==> src/rtl/bpair_pkg.sv <==
// Shared sizing helpers and entry layout for the bpair collector.
// BPAIR_COLLECTOR_PARITY_EN adds a stored parity bit to every FIFO entry.
package bpair_pkg;

    function automatic int f_clog2(input int n);
        int r;
        r = 0;
        for (int v = 1; v < n; v = v * 2) r++;
        return r;
    endfunction

    // An index register is never narrower than one bit, even when it only counts to one.
    function automatic int f_idx_w(input int n);
        return (n <= 2) ? 1 : f_clog2(n);
    endfunction

    localparam int WORD_W_DEF = 8;
    localparam int DEPTH_DEF  = 4;
    localparam int PAIRS_DEF  = WORD_W_DEF / 2;
    localparam int PTR_W_DEF  = f_clog2(DEPTH_DEF);

`ifdef BPAIR_COLLECTOR_PARITY_EN
    localparam bit PARITY_EN = 1'b1;
    typedef struct packed {
        logic                  parity;
        logic [WORD_W_DEF-1:0] word;
    } entry_t;
`else
    localparam bit PARITY_EN = 1'b0;
    typedef struct packed {
        logic [WORD_W_DEF-1:0] word;
    } entry_t;
`endif

    function automatic int f_entry_w(input int word_w);
        return word_w + (PARITY_EN ? 1 : 0);
    endfunction

endpackage

==> src/rtl/bpair_fifo.sv <==
// Synchronous FIFO; a push into a full FIFO is accepted only when a pop happens in the same cycle.
import bpair_pkg::*;

module bpair_fifo #(
    parameter int WIDTH = 8,
    parameter int DEPTH = 4
) (
    input  logic             clk,
    input  logic             rst_n,
    input  logic             flush,
    input  logic             push,
    input  logic             pop,
    input  logic [WIDTH-1:0] din,
    output logic             full,
    output logic             empty,
    output logic [WIDTH-1:0] head
);

    localparam int PTR_W = f_clog2(DEPTH);
    localparam int CNT_W = PTR_W + 1;

    logic [WIDTH-1:0] r_mem [DEPTH];
    logic [PTR_W-1:0] r_wr_ptr;
    logic [PTR_W-1:0] r_rd_ptr;
    logic [CNT_W-1:0] r_count;

    logic w_do_pop;
    logic w_do_push;

    assign empty     = (r_count == '0);
    assign full      = (r_count == CNT_W'(DEPTH));
    assign w_do_pop  = pop && !empty;
    assign w_do_push = push && (!full || w_do_pop);
    assign head      = empty ? '0 : r_mem[r_rd_ptr];

    always_ff @(posedge clk or negedge rst_n) begin
        if (!rst_n) begin
            r_wr_ptr <= '0;
            r_rd_ptr <= '0;
            r_count  <= '0;
        end else if (flush) begin
            r_wr_ptr <= '0;
            r_rd_ptr <= '0;
            r_count  <= '0;
        end else begin
            if (w_do_push) r_wr_ptr <= r_wr_ptr + PTR_W'(1);
            if (w_do_pop)  r_rd_ptr <= r_rd_ptr + PTR_W'(1);
            case ({w_do_push, w_do_pop})
                2'b10:   r_count <= r_count + CNT_W'(1);
                2'b01:   r_count <= r_count - CNT_W'(1);
                default: r_count <= r_count;
            endcase
        end
    end

    // NOTE: storage has no reset; empty gates head to zero, so stale contents are never visible.
    always_ff @(posedge clk) begin
        if (w_do_push && !flush) r_mem[r_wr_ptr] <= din;
    end

endmodule

==> src/rtl/bpair_collector.sv <==
// Packs sampled (in_b1, in_b2) pairs into WORD_W-bit words and queues them for a valid/ready consumer.
// Optional BPAIR_COLLECTOR_PARITY_EN stores per-word parity and exposes it on out_parity.
import bpair_pkg::*;

module bpair_collector #(
    parameter int WORD_W = 8,
    parameter int DEPTH  = 4
) (
    input  logic              clk,
    input  logic              rst_n,
    input  logic              in_b1,
    input  logic              in_b2,
    input  logic              sample_en,
    input  logic              flush,
    output logic [WORD_W-1:0] out_data,
    output logic              out_valid,
    input  logic              out_ready,
    output logic              overflow
`ifdef BPAIR_COLLECTOR_PARITY_EN
    ,
    output logic              out_parity
`endif
);

    localparam int PAIRS   = WORD_W / 2;
    localparam int PCNT_W  = f_idx_w(PAIRS);
    localparam int ENTRY_W = f_entry_w(WORD_W);

    logic [PCNT_W-1:0]  r_pcnt;
    logic [WORD_W-1:0]  r_partial;
    logic               r_overflow;

    logic [WORD_W-1:0]  w_next_partial;
    logic               w_last;
    logic               w_push;
    logic               w_pop;
    logic               w_full;
    logic               w_empty;
    logic [ENTRY_W-1:0] w_din;
    logic [ENTRY_W-1:0] w_head;

    // NOTE: every signal written in always_comb gets a default first, so no latch is inferred.
    always_comb begin
        w_next_partial = r_partial;
        for (int k = 0; k < PAIRS; k++) begin
            if (r_pcnt == PCNT_W'(k)) begin
                w_next_partial[2*k+1] = in_b1;
                w_next_partial[2*k]   = in_b2;
            end
        end
    end

    assign w_last    = (r_pcnt == PCNT_W'(PAIRS - 1));
    assign w_push    = sample_en && w_last && !flush;
    assign out_valid = !w_empty;
    assign w_pop     = out_valid && out_ready;

`ifdef BPAIR_COLLECTOR_PARITY_EN
    assign w_din      = {^w_next_partial, w_next_partial};
    assign out_parity = w_head[WORD_W];
`else
    assign w_din      = w_next_partial;
`endif
    assign out_data   = w_head[WORD_W-1:0];
    assign overflow   = r_overflow;

    // NOTE: sequential state uses non-blocking assignments so all registers update from pre-edge values.
    always_ff @(posedge clk or negedge rst_n) begin
        if (!rst_n) begin
            r_pcnt     <= '0;
            r_partial  <= '0;
            r_overflow <= 1'b0;
        end else if (flush) begin
            r_pcnt     <= '0;
            r_overflow <= 1'b0;
        end else begin
            if (sample_en) begin
                r_partial <= w_next_partial;
                r_pcnt    <= w_last ? '0 : r_pcnt + PCNT_W'(1);
            end
            // A word is lost only when the FIFO is full and nothing leaves this cycle.
            if (w_push && w_full && !w_pop) r_overflow <= 1'b1;
        end
    end

    bpair_fifo #(
        .WIDTH (ENTRY_W),
        .DEPTH (DEPTH)
    ) u_fifo (
        .clk   (clk),
        .rst_n (rst_n),
        .flush (flush),
        .push  (w_push),
        .pop   (w_pop),
        .din   (w_din),
        .full  (w_full),
        .empty (w_empty),
        .head  (w_head)
    );

endmodule
==> config.mk <==
export PLATFORM = sky130hd
export DESIGN_NAME = bpair_collector
export DESIGN_NICKNAME = d
export VERILOG_FILES = /design/src/rtl/bpair_pkg.sv /design/src/rtl/bpair_fifo.sv /design/src/rtl/bpair_collector.sv
export SDC_FILE = /design/constraint.sdc
export NUM_CORES = 1
export LEC_CHECK = 0
export BUFFER_PORTS_ARGS = -buffer_cell sky130_fd_sc_hd__buf_4
export CAP_MARGIN = 20
export CORE_MARGIN = 1.5
export CORE_UTILIZATION = 53
export DETAILED_ROUTE_END_ITERATION = 7
export GPL_TIMING_DRIVEN = 1
export PLACE_DENSITY = 0.78
export REMOVE_ABC_BUFFERS = 1
export SLEW_MARGIN = 40
export SYNTH_ARGS = -nofsm -noshare
export SYNTH_HDL_FRONTEND = slang
export SYNTH_SLANG_ARGS = --single-unit
export TNS_END_PERCENT = 10
==> constraint.sdc <==
create_clock -name clk -period 1.75 [get_ports clk]
set_input_delay 0.0875 -clock clk [delete_from_list [all_inputs] [get_ports clk]]
set_output_delay 0.0875 -clock clk [all_outputs]
set_load 0.01 [all_outputs]
# Word level (Yosys, flattened, before mapping)
# Memory sizes are Yosys's and may differ from the RTL's.
# Cells that the tools add are included.
[classes]
bitwise = 1
n_reduce_logical = 21
mux = 18
add_sub_neg = 5
n_eq_ne = 6
[op_table]
columns = ["cell", "n"]
rows = [
  ["$mux 2", 11],
  ["$logic_and 1x1->1", 8],
  ["$mux 8", 1],
  ["$reduce_bool 2->1", 4],
  ["$add 2x1->2 const B", 3],
  ["$eq 2x2->1 const B", 3],
  ["$pmux 3 s2", 1],
  ["$eq 2x1->1 const B", 2],
  ["$logic_not 1->1", 4],
  ["$mux 1", 4],
  ["$add 3x1->3 const B", 1],
  ["$eq 3x3->1 const B", 1],
  ["$logic_not 3->1", 1],
  ["$mux 3", 1],
  ["$reduce_bool 3->1", 1],
  ["$sub 3x1->3 const B", 1],
  ["$logic_not 2->1", 1],
  ["$reduce_and 2->1", 1],
  ["$logic_or 1x1->1", 1],
  ["$not 1->1", 1],
]
[word_totals]
register_bits = 18
memories = 1
ram_bits = 32
input_bits = 7
[memory_table]
columns = ["name", "words", "width", "read_ports", "rd_clocked_by_memory_dff", "wr", "line", "text"]
rows = [
  ["u_fifo.r_mem", 4, 8, 1, 0, 1, "bpair_fifo.sv:22", "logic [WIDTH-1:0] r_mem [DEPTH];"],
]

# Depth between registers and ports, before layout
# Gate-level depths: netlist of the first run.
[depth]
depth_word = 9
ltp_mapped = 7

# Modules after synthesis
# A second synthesis of the first run with hierarchy kept.
[unflattened]
hier_cells = 166
hier_area_um2 = 2394.8
[modules_own_cells]
columns = ["module", "seq_area_each_um2", "instances", "cells_per_inst", "area_each_um2"]
rows = [
  ["bpair_fifo", 1136.1, 1, 119, 1793.0],
  ["bpair_collector", 275.3, 1, 47, 601.8],
]

# Worst setup path before layout of the first run
# No wires, ideal clock.
[synth_timing]
path_type = "register to register"
start = "reg r_pcnt[0]"
end = "reg u_fifo.r_count[2]"
arrival_ns = 1.793
slack_ns = -0.168
required_ns = 1.625
path_stages_with_launch = 8
n_path_buf = 0
path_cell_list = "dfrtp_1 -> ha_1 -> and3b_1 -> nor2_1 -> fa_1 -> nor3_1 -> a31oi_1 -> mux2_2"
[synth_between]
elab_chain_len = 7
elab_cells_between_ends = 9
classes_between = "eq/ne: 3; mux: 2; reduce/logical: 4"
[synth_rtl]
columns = ["item", "line", "text"]
rows = [
  ["from (decl)", "bpair_collector.sv:29", "logic [PCNT_W-1:0] r_pcnt;"],
  ["from (signal assigned)", "bpair_collector.sv:79", "r_pcnt <= w_last ? '0 : r_pcnt + PCNT_W'(1);"],
  ["$eq 2x2->1 *", "bpair_collector.sv:53", "assign w_last = (r_pcnt == PCNT_W'(PAIRS - 1));"],
  ["$logic_and 1x1->1 * (2 in a row)", "bpair_collector.sv:54", "assign w_push = sample_en && w_last && !flush;"],
  ["$logic_and 1x1->1 *", "bpair_fifo.sv:33", "assign w_do_push = push && (!full || w_do_pop);"],
  ["$eq 2x1->1 / $eq 2x2->1 (equally long branches)", "bpair_fifo.sv:48", "case ({w_do_push, w_do_pop})"],
  ["$pmux 3 s2", "bpair_fifo.sv:48", ""],
  ["$mux 3", "bpair_fifo.sv:41", "end else if (flush) begin"],
  ["to (signal assigned)", "bpair_fifo.sv:49", "2'b10: r_count <= r_count + CNT_W'(1);"],
  ["to (signal assigned)", "bpair_fifo.sv:50", "2'b01: r_count <= r_count - CNT_W'(1);"],
  ["to (signal assigned)", "bpair_fifo.sv:51", "default: r_count <= r_count;"],
  ["to (decl)", "bpair_fifo.sv:25", "logic [CNT_W-1:0] r_count;"],
]
# Mark *: on every way between the ends. The rest lies on a longest branch, timed or not.
# A chain may end at the register's enable or synchronous reset.

# Worst setup path after layout of the first run
# Same ends and word-level chain as after synthesis.

==> results.md, run 1 <==
- FF-to-FF Start: r_pcnt[0]$_DFFE_PN0P_
- Initial antenna violation count: 0
- R2R depth: 7
- Clk_skew: 0.0108 ns
- Wire per inst: 16.3 um
- Port-buffer cells: 16
- Relative slew slack: 0.708
- Vias per cell: 5.33
- Fin. max-slew vios: 0
- RR Endpoint: u_fifo.r_count[2]$_DFFE_PN0P_
- Worst Path Required: 1.94 ns
- Die span in y: 68.4 um
- Syn Area/Cell: 15.5 um2
- Fin nets: 203
- Worst Hold Path Cells: 3
- Startpoint types: register
- Synth top area cells: edfxtp_1, dfrtp_1, mux4_2
- WP data arrival: 1.98 ns
- LEAKAGE: 1.12 nW
- Largest net degree at the start of global routing: 19
- Gate power share: 0.275
- DP Cell Count: 228
- Max-cap violations: 0
- Top layer in use: met4
- Global-route wire length before repair: 6440 um
- Yosys top cell by area: edfxtp_1
- Share of the yosys chip area belonging to registers: 0.622
- Sw Share: 0.267
- Clock Sinks: 50
- Tot GR Track Use: 0.200
- Clock share of power: 0.256
- Total routed wirelength: 3880 um
- Die Area: 0.00468 mm2
- CTS tree: yes
- Crit-path max FO: 2
- Via count: 1268
- Failing checks: setup timing
- Total Neg Setup Slack: -0.0357 ns
- Starting Density: 0.559
- R2r setup slk: -0.04 ns
- Post-route cell area: 0.00277 mm2
- Post-layout min period: 1.79 ns
- Post-DP HPWL: 2890 um
- Site Rows: 23
- DP Area: 0.00260 mm2
- Layout cell share with drive strength beyond 1: 0.410
- 1st-pass router iterations: 4
- Hold Crit Class: input port to register
- Hold Crit Start: in_b2
- Crit path launch: r_pcnt[0]$_DFFE_PN0P_
- CP Capture Type: register
- # diodes: 0
- Peak VDD IR: 0.625 mV
- Crit path cell chain: ha_2 -> and3b_1 -> nor2_2 -> fa_2 -> nor3_2 -> a31oi_1 -> mux2_2
- Grt ovf: 0
- Number of synthesized register bits: 50
- Worst-Margin Slew: 0.439 ns
- Skew-Pair Late Insertion Delay: 0.31 ns
- DRC viols: 0
- DR iter-0 viols: 76
- I/O pins: 17
- CTS buffer count: 5
- RSZ-0062 raised after global routing: true
- Non-Filler Instances: 238
- Critical-path top delay cell: dfrtp_1
- Final antenna-violating net count: 0
- CTS H-tree lvls: 2
- Power density cells: 1140 mW/mm2
- Wire length on met2: 1970 um
- Core Box Area: 0.00406 mm2
- Yosys top cell area share: 0.423
- Worst path max stage delay: 0.39 ns
- Wire length on met3: 236 um
- Internal power: 2.31 mW
- Final-report hold violation count: 0
- Max Root-Sink Buffers: 2
- Part of the power in registers: 0.469
- Clock transition at path regs: 0.08 ns
- Area Growth Syn to Fin: 22.2%
- Syn Inst Count: 146
- Setup CP Type: register to register
- Fillcell total: 270
- Final worst slack: -0.0357 ns
- Status: complete, but fails checks
- # setup viols final: 1
- Fin util: 0.683
- P_sw: 842 uW
- Post-Route M1 WL: 1620 um
- Cell variety after synth: 28
- GPL Wtd Cong: 0.729
- Ys Warns: 0
- Worst setup path end: u_fifo.r_count[2]$_DFFE_PN0P_
- Vias in the first global route: 1312
- Clock tree root driver cell: clkbuf_8
- Synthesized area: 0.00227 mm2
- Peak Freq: 560 MHz
- Final Cycle Share: 1.02
- Die width: 68.4 um
## power by group through the flow
stage          logic, mW  registers, mW  clock network, mW
2_1_floorplan      0.458           1.53                  0
3_3_place_gp       0.781           1.49                  0
3_5_place_dp       0.830           1.50                  0
4_1_cts            0.855           1.48              0.822
5_1_grt            0.948           1.49              0.870
6_report           0.867           1.48              0.809
## placed cells by master (no fill, tap or decap), drive strengths merged
master       instances
mux4                 8
ha                   8
a21oi                2
xnor2                3
mux2                16
nor4b                1
nand2b               3
inv                  7
nand2                8
a21o                 1
o21ai                3
dlygate4sd3          1
mux2i                2
or3                  1
and2                 4
a31oi                1
fa                   1
nor2b               10
nor2                 8
o31ai                1
bufinv               1
clkinv               1
edfxtp              32
nor3                 2
buf                 37
dfrtp               18
clkbuf               6
and3b                1
nand3b               1
## per-layer routing
layer  up-vias  global-route usage
met5         -                   0
met1       627               0.252
met2        32               0.337
met4         0              0.0675
li1        603                   -
met3         6              0.0493
## worst max-delay path: cells and delay by family, from the launching register on
kind	cells	cell delay (ns)
AO/OA/AOI/OAI	1	0.14
adder cells (fa/ha/maj)	2	0.42
flip-flops	1	0.39
multiplexers	1	0.35
AND/OR/NAND/NOR	3	0.37
## cell families (layout without fill, tap and decap cells)
logic type               after synthesis  after routing  synth area share
AO/OA/AOI/OAI                          8              8            0.0265
adder cells (fa/ha/maj)                9              9            0.0529
AND/OR/NAND/NOR                       39             39            0.0992
multiplexers                          26             26             0.169
XOR/XNOR                               3              3            0.0116
buffers and inverters                 11             53            0.0187
flip-flops                            50             50             0.622
## state kept, by name, indices dropped and copies added (netlist names)
name             count
u_fifo.r_wr_ptr      2
u_fifo.r_mem        32
u_fifo.r_count       3
r_pcnt               2
r_partial            8
overflow             1
u_fifo.r_rd_ptr      2
## synth_stat cells
library cell and instances:
buf_2 1, or3_1 1, xnor2_1 3, mux2_4 1
o31ai_4 1, a21oi_1 2, nor2b_1 10, nand3b_1 1
and3b_1 1, mux4_2 8, nand2_1 8, nor4b_4 1
nor2_2 1, clkbuf_1 3, nor2_1 7, o21ai_0 3
a21o_1 1, mux2i_1 2, ha_1 8, a31oi_1 1
dfrtp_1 18, inv_1 7, nand2b_1 3, and2_1 4
edfxtp_1 32, nor3_1 2, mux2_2 15, fa_1 1
## final cells by class
type	instances	area (um2)	share of cell area
Clock buffer	6	72.6	0.0262
Clock inverter	2	38.8	0.0140
Inverter	7	26.3	0.00948
Multi-Input combinational cell	85	853	0.308
Sequential cell	50	1410	0.509
Tap cell	50	62.6	0.0226
Timing Repair Buffer	38	308	0.111
## how the worst min path moves through the flow
stage | slack [ns] | endpoint
floorplan | -0.21 | overflow$_DFFE_PN0P_
global placement | -0.03 | overflow$_DFFE_PN0P_
detailed placement | -0.03 | overflow$_DFFE_PN0P_
CTS | 0.01 | r_partial[6]$_DFFE_PN0P_
global route | 0.03 | r_partial[7]$_DFFE_PN0P_
finish | 0.02 | r_partial[6]$_DFFE_PN0P_
## stage by stage
stage | power [mW] | worst slack (ns) | hold slack [ns]
after global routing | 3.31 | -0.136 | 0.0291
final | 3.16 | -0.0357 | 0.0231
after detailed placement | 2.33 | -0.0770 | -0.0267
after global placement | 2.27 | -0.0159 | -0.0324
after floorplan | 1.98 | -0.168 | -0.208
after CTS | 3.16 | -0.00931 | 0.0134
## what timing repair did
item	CTS	global route
endpoints found under the hold margin	18	0
buffers inserted	1	0
hold buffers	1	0
gates resized for setup	6	7
endpoints found under the setup margin	4	43
pin swaps	2	2
No activity file was read; power rests on OpenSTA's default activity.
==> inputs of run 2 (changes only) <==
--- a/config.mk
+++ b/config.mk
@@ -11,7 +11,7 @@
 export CORE_UTILIZATION = 53
 export DETAILED_ROUTE_END_ITERATION = 7
 export GPL_TIMING_DRIVEN = 1
-export PLACE_DENSITY = 0.78
+export PLACE_DENSITY = 0.74
 export REMOVE_ABC_BUFFERS = 1
 export SLEW_MARGIN = 40
 export SYNTH_ARGS = -nofsm -noshare
==> results.md, run 2 (synthesis results as in run 1) <==
- Clock tree root driver cell: clkbuf_8
- Crit-path max FO: 5 (+3)
- Final Cycle Share: 1.06 (+0.0382)
- WP data arrival: 2.05 ns (+0.07 ns)
- Via count: 1321 (+4.2%)
- Hold Crit Start: in_b2
- Delay-heaviest family, CP: multiplexers
- Wire per inst: 17.4 um (+6.7%)
- Final antenna-violating net count: 0 (unchanged)
- Fin. max-slew vios: 0 (unchanged)
- Worst path max stage delay: 0.40 ns (about the same)
- Largest Register: u_fifo.r_mem
- Site Rows: 23 (unchanged)
- DRC viols: 0 (unchanged)
- Clk_skew: 0.00924 ns (-0.00158 ns)
- Largest net degree at the start of global routing: 19 (unchanged)
- Hold Crit Class: input port to register
- R2R depth: 7 (unchanged)
- Cell repeated most along the worst path: buf_4
- Relative slew slack: 0.727 (+0.0196)
- Worst Path Required: 1.94 ns (about the same)
- Final worst slack: -0.103 ns (-0.0669 ns)
- Peak Freq: 540 MHz (-3.6%)
- # setup viols final: 5 (+4)
- Tot GR Track Use: 0.198 (-0.00177)
- Vias in the first global route: 1378 (+5.0%)
- Fillcell total: 272 (+0.74%)
- Die span in y: 68.4 um (unchanged)
- Pre-CTS setup slack: -0.114 ns (-0.0367 ns)
- Total routed wirelength: 4120 um (+6.2%)
- Worst-Margin Slew: 0.409 ns (-0.0293 ns)
- RR Endpoint: r_partial[5]$_DFFE_PN0P_
- Peak VDD IR: 0.665 mV (+6.4%)
- FF-to-FF Start: r_pcnt[0]$_DFFE_PN0P_
- Post-layout min period: 1.85 ns (+0.0669 ns)
- Max FFs per register: 32 (unchanged)
- Failing checks: setup timing
- Critical-path top delay cell: dfrtp_1
- Power density cells: 1090 mW/mm2 (-4.5%)
- DR iter-0 viols: 73 (-3.9%)
- 1st-pass router iterations: 4 (unchanged)
- Setup CP Type: register to register
- Startpoint types: register
- Core Box Area: 0.00406 mm2 (unchanged)
- Worst Hold Path Cells: 3 (unchanged)
- Clock Sinks: 50 (unchanged)
- Non-Filler Instances: 237 (-0.42%)
- Status: complete, but fails checks
- Commonest non-fill, non-tap cell in the layout: edfxtp_1
- CTS buffer count: 5 (unchanged)
- Crit path cell chain: buf_4 -> buf_4 -> buf_4 -> inv_1 -> ha_1 -> mux2_2 -> mux2_2
- GPL Wtd Cong: 0.730 (+0.16%)
- Total Neg Setup Slack: -0.431 ns (-0.395 ns)
- Die Area: 0.00468 mm2 (unchanged)
- Global-route wire length before repair: 6360 um (-1.2%)
- RSZ-0062 raised after global routing: true
- Final-report hold violation count: 0 (unchanged)
- R2r setup slk: -0.10 ns (-0.07 ns)
- CTS H-tree lvls: 2 (unchanged)
- Most frequent cells in the layout: edfxtp_1, buf_4, dfrtp_1, mux2_2, nor2b_1
- Clock transition at path regs: 0.09 ns (about the same)
- Area Growth Syn to Fin: 22.2% (about the same)
- Skew-Pair Late Insertion Delay: 0.30 ns (about the same)
- DP Cell Count: 224 (-1.8%)
- Post-DP HPWL: 2930 um (+1.5%)
- Fin nets: 202 (-0.49%)
- Max-cap violations: 0 (unchanged)
- LEAKAGE: 1.10 nW (-1.9%)
- Die width: 68.4 um (unchanged)
- I/O pins: 17 (unchanged)
- Worst path bufs/invs: 4 (+4)
- Port-buffer cells: 16 (unchanged)
- Vias per cell: 5.57 (+4.6%)
- # diodes: 0 (unchanged)
- Initial antenna violation count: 0 (unchanged)
- Layout cell share with drive strength beyond 1: 0.406 (-0.00316)
- CP Capture Type: register
- CTS tree: yes
- Max Root-Sink Buffers: 2 (unchanged)
- DP Area: 0.00261 mm2 (+0.29%)
- Worst hold path endpoint: r_partial[6]$_DFFE_PN0P_
- Post-route cell area: 0.00277 mm2 (about the same)
- WHS: 0.0267 ns (+0.00365 ns)
- Starting Density: 0.559 (unchanged)
- Grt ovf: 0 (unchanged)
- Regs by FF count: u_fifo.r_mem x32, r_partial x8, u_fifo.r_count x3
[run 2: cell count changes in the layout (fill, tap and decap cells not counted), sizes merged]
cell / change
buf: -1
bufinv: -1
inv: +1
[run 2: metrics by stage]
| step | total power, mW | util |
|---|---|---|
| after floorplan | 1.98 | - |
| after global placement | 2.26 | 0.642 |
| after detailed placement | 2.32 | 0.642 |
| after CTS | 3.01 | 0.675 |
| after global routing | 3.16 | 0.684 |
| final | 3.02 | 0.684 |
[run 2: repair_timing]
action | 4_1_cts | 5_1_grt
gates cloned | 0 | 0
setup buffers | 2 | 2
pin swaps | 3 | 4
gates resized for setup | 7 | 4
endpoints found under the setup margin | 3 | 45
hold endpoints to repair | 18 | 0
hold buffers | 1 | 0
[run 2: where the power goes]
part | switching, mW | internal [mW] | leakage [nW] | total, mW
sequential | 0.0587 | 1.42 | 0.528 | 1.48
combinational | 0.416 | 0.466 | 0.523 | 0.883
clock | 0.366 | 0.285 | 0.0456 | 0.651
total | 0.841 | 2.17 | 1.10 | 3.02
[run 2: worst max-delay path by stage]
stage / from / depth (start not counted) / slack, ns / end
6_report: r_pcnt[0]$_DFFE_PN0P_ / 7 / -0.10 / r_partial[5]$_DFFE_PN0P_
5_1_grt: r_pcnt[0]$_DFFE_PN0P_ / 7 / -0.14 / r_partial[5]$_DFFE_PN0P_
4_1_cts: r_pcnt[0]$_DFFE_PN0P_ / 6 / -0.05 / u_fifo.r_count[2]$_DFFE_PN0P_
3_5_place_dp: r_pcnt[0]$_DFFE_PN0P_ / 7 / -0.11 / u_fifo.r_count[2]$_DFFE_PN0P_
3_3_place_gp: r_pcnt[0]$_DFFE_PN0P_ / 7 / -0.03 / u_fifo.r_count[2]$_DFFE_PN0P_
2_1_floorplan: r_pcnt[0]$_DFFE_PN0P_ / 7 / -0.17 / u_fifo.r_count[2]$_DFFE_PN0P_
[run 2: final cells by class]
type,count,area [um2],share of cell area
Tap cell,50,62.6,0.0226
Clock inverter,2,13.8,0.00496
Multi-Input combinational cell,85,850,0.306
Sequential cell,50,1410,0.509
Clock buffer,6,72.6,0.0262
Inverter,7,26.3,0.00947
Timing Repair Buffer,37,338,0.122
[run 2: tightest hold or removal path: stages]
cell     delay [ns]
buf_4          0.11
nand2_1        0.05
nand2_1        0.05
[run 2: layer usage]
| metal | track usage | vias to the layer above | part of all wire |
|---|---|---|---|
| li1 | - | 605 | - |
| met1 | 0.234 | 687 | 0.43 |
| met2 | 0.346 | 22 | 0.53 |
| met3 | 0.0395 | 7 | 0.031 |
| met4 | 0.0900 | 0 | 0.017 |
| met5 | 0 | - | 0 |
==> inputs of run 3 (changes only) <==
--- a/config.mk
+++ b/config.mk
@@ -17,4 +17,4 @@
 export SYNTH_ARGS = -nofsm -noshare
 export SYNTH_HDL_FRONTEND = slang
 export SYNTH_SLANG_ARGS = --single-unit
-export TNS_END_PERCENT = 10
+export TNS_END_PERCENT = 30
==> results.md, run 3 (synthesis results as in run 1) <==
- Via count: 1312 (-0.68%)
- Crit-path max FO: 5 (unchanged)
- LEAKAGE: 1.10 nW (unchanged)
- Status: complete, but fails checks
- Clock Sinks: 50 (unchanged)
- Core Box Area: 0.00406 mm2 (unchanged)
- Die Area: 0.00468 mm2 (unchanged)
- Power density cells: 1090 mW/mm2 (about the same)
- Post-route cell area: 0.00277 mm2 (unchanged)
- Relative slew slack: 0.729 (+0.00164)
- FF-to-FF Start: r_pcnt[0]$_DFFE_PN0P_
- Die span in y: 68.4 um (unchanged)
- Layout cell share with drive strength beyond 1: 0.406 (unchanged)
- Clk_skew: 0.00937 ns (+0.000136 ns)
- 1st-pass router iterations: 4 (unchanged)
- Top layer in use: met4
- Port-buffer cells: 16 (unchanged)
- WP data arrival: 2.04 ns (about the same)
- DP Area: 0.00261 mm2 (unchanged)
- Area Growth Syn to Fin: 22.2% (unchanged)
- Multi-input gate area: 850 um2 (unchanged)
- Wire per inst: 17.4 um (+0.19%)
- Largest net degree at the start of global routing: 19 (unchanged)
- Gate power share: 0.293 (about the same)
- Tot GR Track Use: 0.198 (unchanged)
- Final-report hold violation count: 0 (unchanged)
- I/O pins: 17 (unchanged)
- Wire length on met3: 114 um (-9.5%)
- Internal power: 2.17 mW (about the same)
- Wire length on met2: 2170 um (+0.28%)
- Startpoint types: register
- RSZ-0062 raised after global routing: true
- Fin. max-slew vios: 0 (unchanged)
- Largest Register: u_fifo.r_mem
- Fin nets: 202 (unchanged)
- Grt ovf: 0 (unchanged)
- R2R depth: 7 (unchanged)
- Clock tree root driver cell: clkbuf_8
- Setup CP Type: register to register
- Final worst slack: -0.102 ns (+0.000256 ns)
- Clock transition at path regs: 0.09 ns (about the same)
- Total routed wirelength: 4130 um (+0.19%)
- # diodes: 0 (unchanged)
- Vias per cell: 5.54 (-0.68%)
- # setup viols final: 5 (unchanged)
- Part of the power in registers: 0.491 (about the same)
- Initial antenna violation count: 0 (unchanged)
- CP Capture Type: register
- CTS buffer count: 5 (unchanged)
- Fillcell total: 272 (unchanged)
- Peak VDD IR: 0.664 mV (about the same)
- Worst-Margin Slew: 0.407 ns (-0.00246 ns)
- Commonest non-fill, non-tap cell in the layout: edfxtp_1
- DRC viols: 0 (unchanged)
- Post-layout min period: 1.85 ns (-0.000256 ns)
- Final Cycle Share: 1.06 (about the same)
- Die width: 68.4 um (unchanged)
- Worst Hold Path Cells: 3 (unchanged)
- Global-route wire length before repair: 6360 um (unchanged)
- Register area: 0.00141 mm2 (unchanged)
- Max-cap violations: 0 (unchanged)
- Failing checks: setup timing
- Site Rows: 23 (unchanged)
- Vias in the first global route: 1378 (unchanged)
- Most frequent cells in the layout: edfxtp_1, buf_4, dfrtp_1, mux2_2, nor2b_1
- CTS H-tree lvls: 2 (unchanged)
- GPL Wtd Cong: 0.730 (unchanged)
- CTS tree: yes
- Max Root-Sink Buffers: 2 (unchanged)
- Sw Share: 0.280 (+0.000540)
- Tot Pwr: 3.02 mW (about the same)
- Crit path launch: r_pcnt[0]$_DFFE_PN0P_
- Regs by FF count: u_fifo.r_mem x32, r_partial x8, u_fifo.r_count x3
- Post-DP HPWL: 2930 um (unchanged)
- Worst Path Required: 1.94 ns (about the same)
- Starting Density: 0.559 (unchanged)
- Hold Crit Start: in_b2
- P_sw: 844 uW (+0.27%)
- Hold Crit Class: input port to register
- Final antenna-violating net count: 0 (unchanged)
- Post-Route M1 WL: 1770 um (+0.80%)
- DR iter-0 viols: 71 (-2.7%)
- Peak Freq: 540 MHz (about the same)
- Skew-Pair Late Insertion Delay: 0.30 ns (about the same)
- Max FFs per register: 32 (unchanged)
- Clock share of power: 0.216 (about the same)
run 3: cell counts in the layout (fill, tap and decap cells not counted):
No cell type changed its count.
run 3: layer usage:
metal / vias up / global-route usage
li1: 606 / -
met1: 678 / 0.234
met2: 21 / 0.346
met3: 7 / 0.0395
met4: 0 / 0.0900
met5: - / 0
run 3: repair_timing:
item	in CTS	in global routing
cloned	0	0
hold buffers	1	0
pin swaps	3	4
hold endpoints to repair	18	0
buffers inserted	2	2
endpoints found under the setup margin	3	45
resized for setup	7	4
run 3: through the flow:
stage               cells  hold slack (ns)  worst slack, ns   util  setup TNS (ns)
detailed placement    224          -0.0282           -0.114  0.642          -0.114
floorplan             142           -0.208           -0.168      -          -0.168
global route          237           0.0349           -0.140  0.684          -0.903
finish                237           0.0300           -0.102  0.684          -0.431
CTS                   235           0.0180          -0.0540  0.675         -0.0540
global placement      224          -0.0324          -0.0292  0.642         -0.0292
run 3: cell type report:
type	count	area share
clock buffer	6	0.0262
clock inverter	2	0.00496
inverter	7	0.00947
multi-input combinational	85	0.306
sequential	50	0.509
tap	50	0.0226
timing repair buffer	37	0.122
run 3: worst max-delay path: stages (launching register included):
cell and delay, ns:
dfrtp_1 0.40, buf_4 0.14, buf_4 0.12, buf_4 0.14, inv_1 0.08, ha_1 0.18, mux2_2 0.40, mux2_2 0.27
run 3: path summary, 6_finish.rpt:
path	endpoint	slack [ns]
max in group asynchronous	u_fifo.r_count[2]$_DFFE_PN0P_	1.36
min reg2reg	r_partial[6]$_DFFE_PN0P_	0.50
min in group asynchronous	r_partial[2]$_DFFE_PN0P_	0.19
max	r_partial[5]$_DFFE_PN0P_	-0.10
min	r_partial[6]$_DFFE_PN0P_	0.03
max reg2reg	r_partial[5]$_DFFE_PN0P_	-0.10
run 3: power by group through the flow:
stage | Combinational [mW] | Sequential, mW | Clock (mW)
floorplan | 0.458 | 1.53 | 0
global route | 0.964 | 1.49 | 0.708
finish | 0.884 | 1.48 | 0.652
global placement | 0.770 | 1.49 | 0
CTS | 0.857 | 1.48 | 0.669
detailed placement | 0.819 | 1.50 | 0
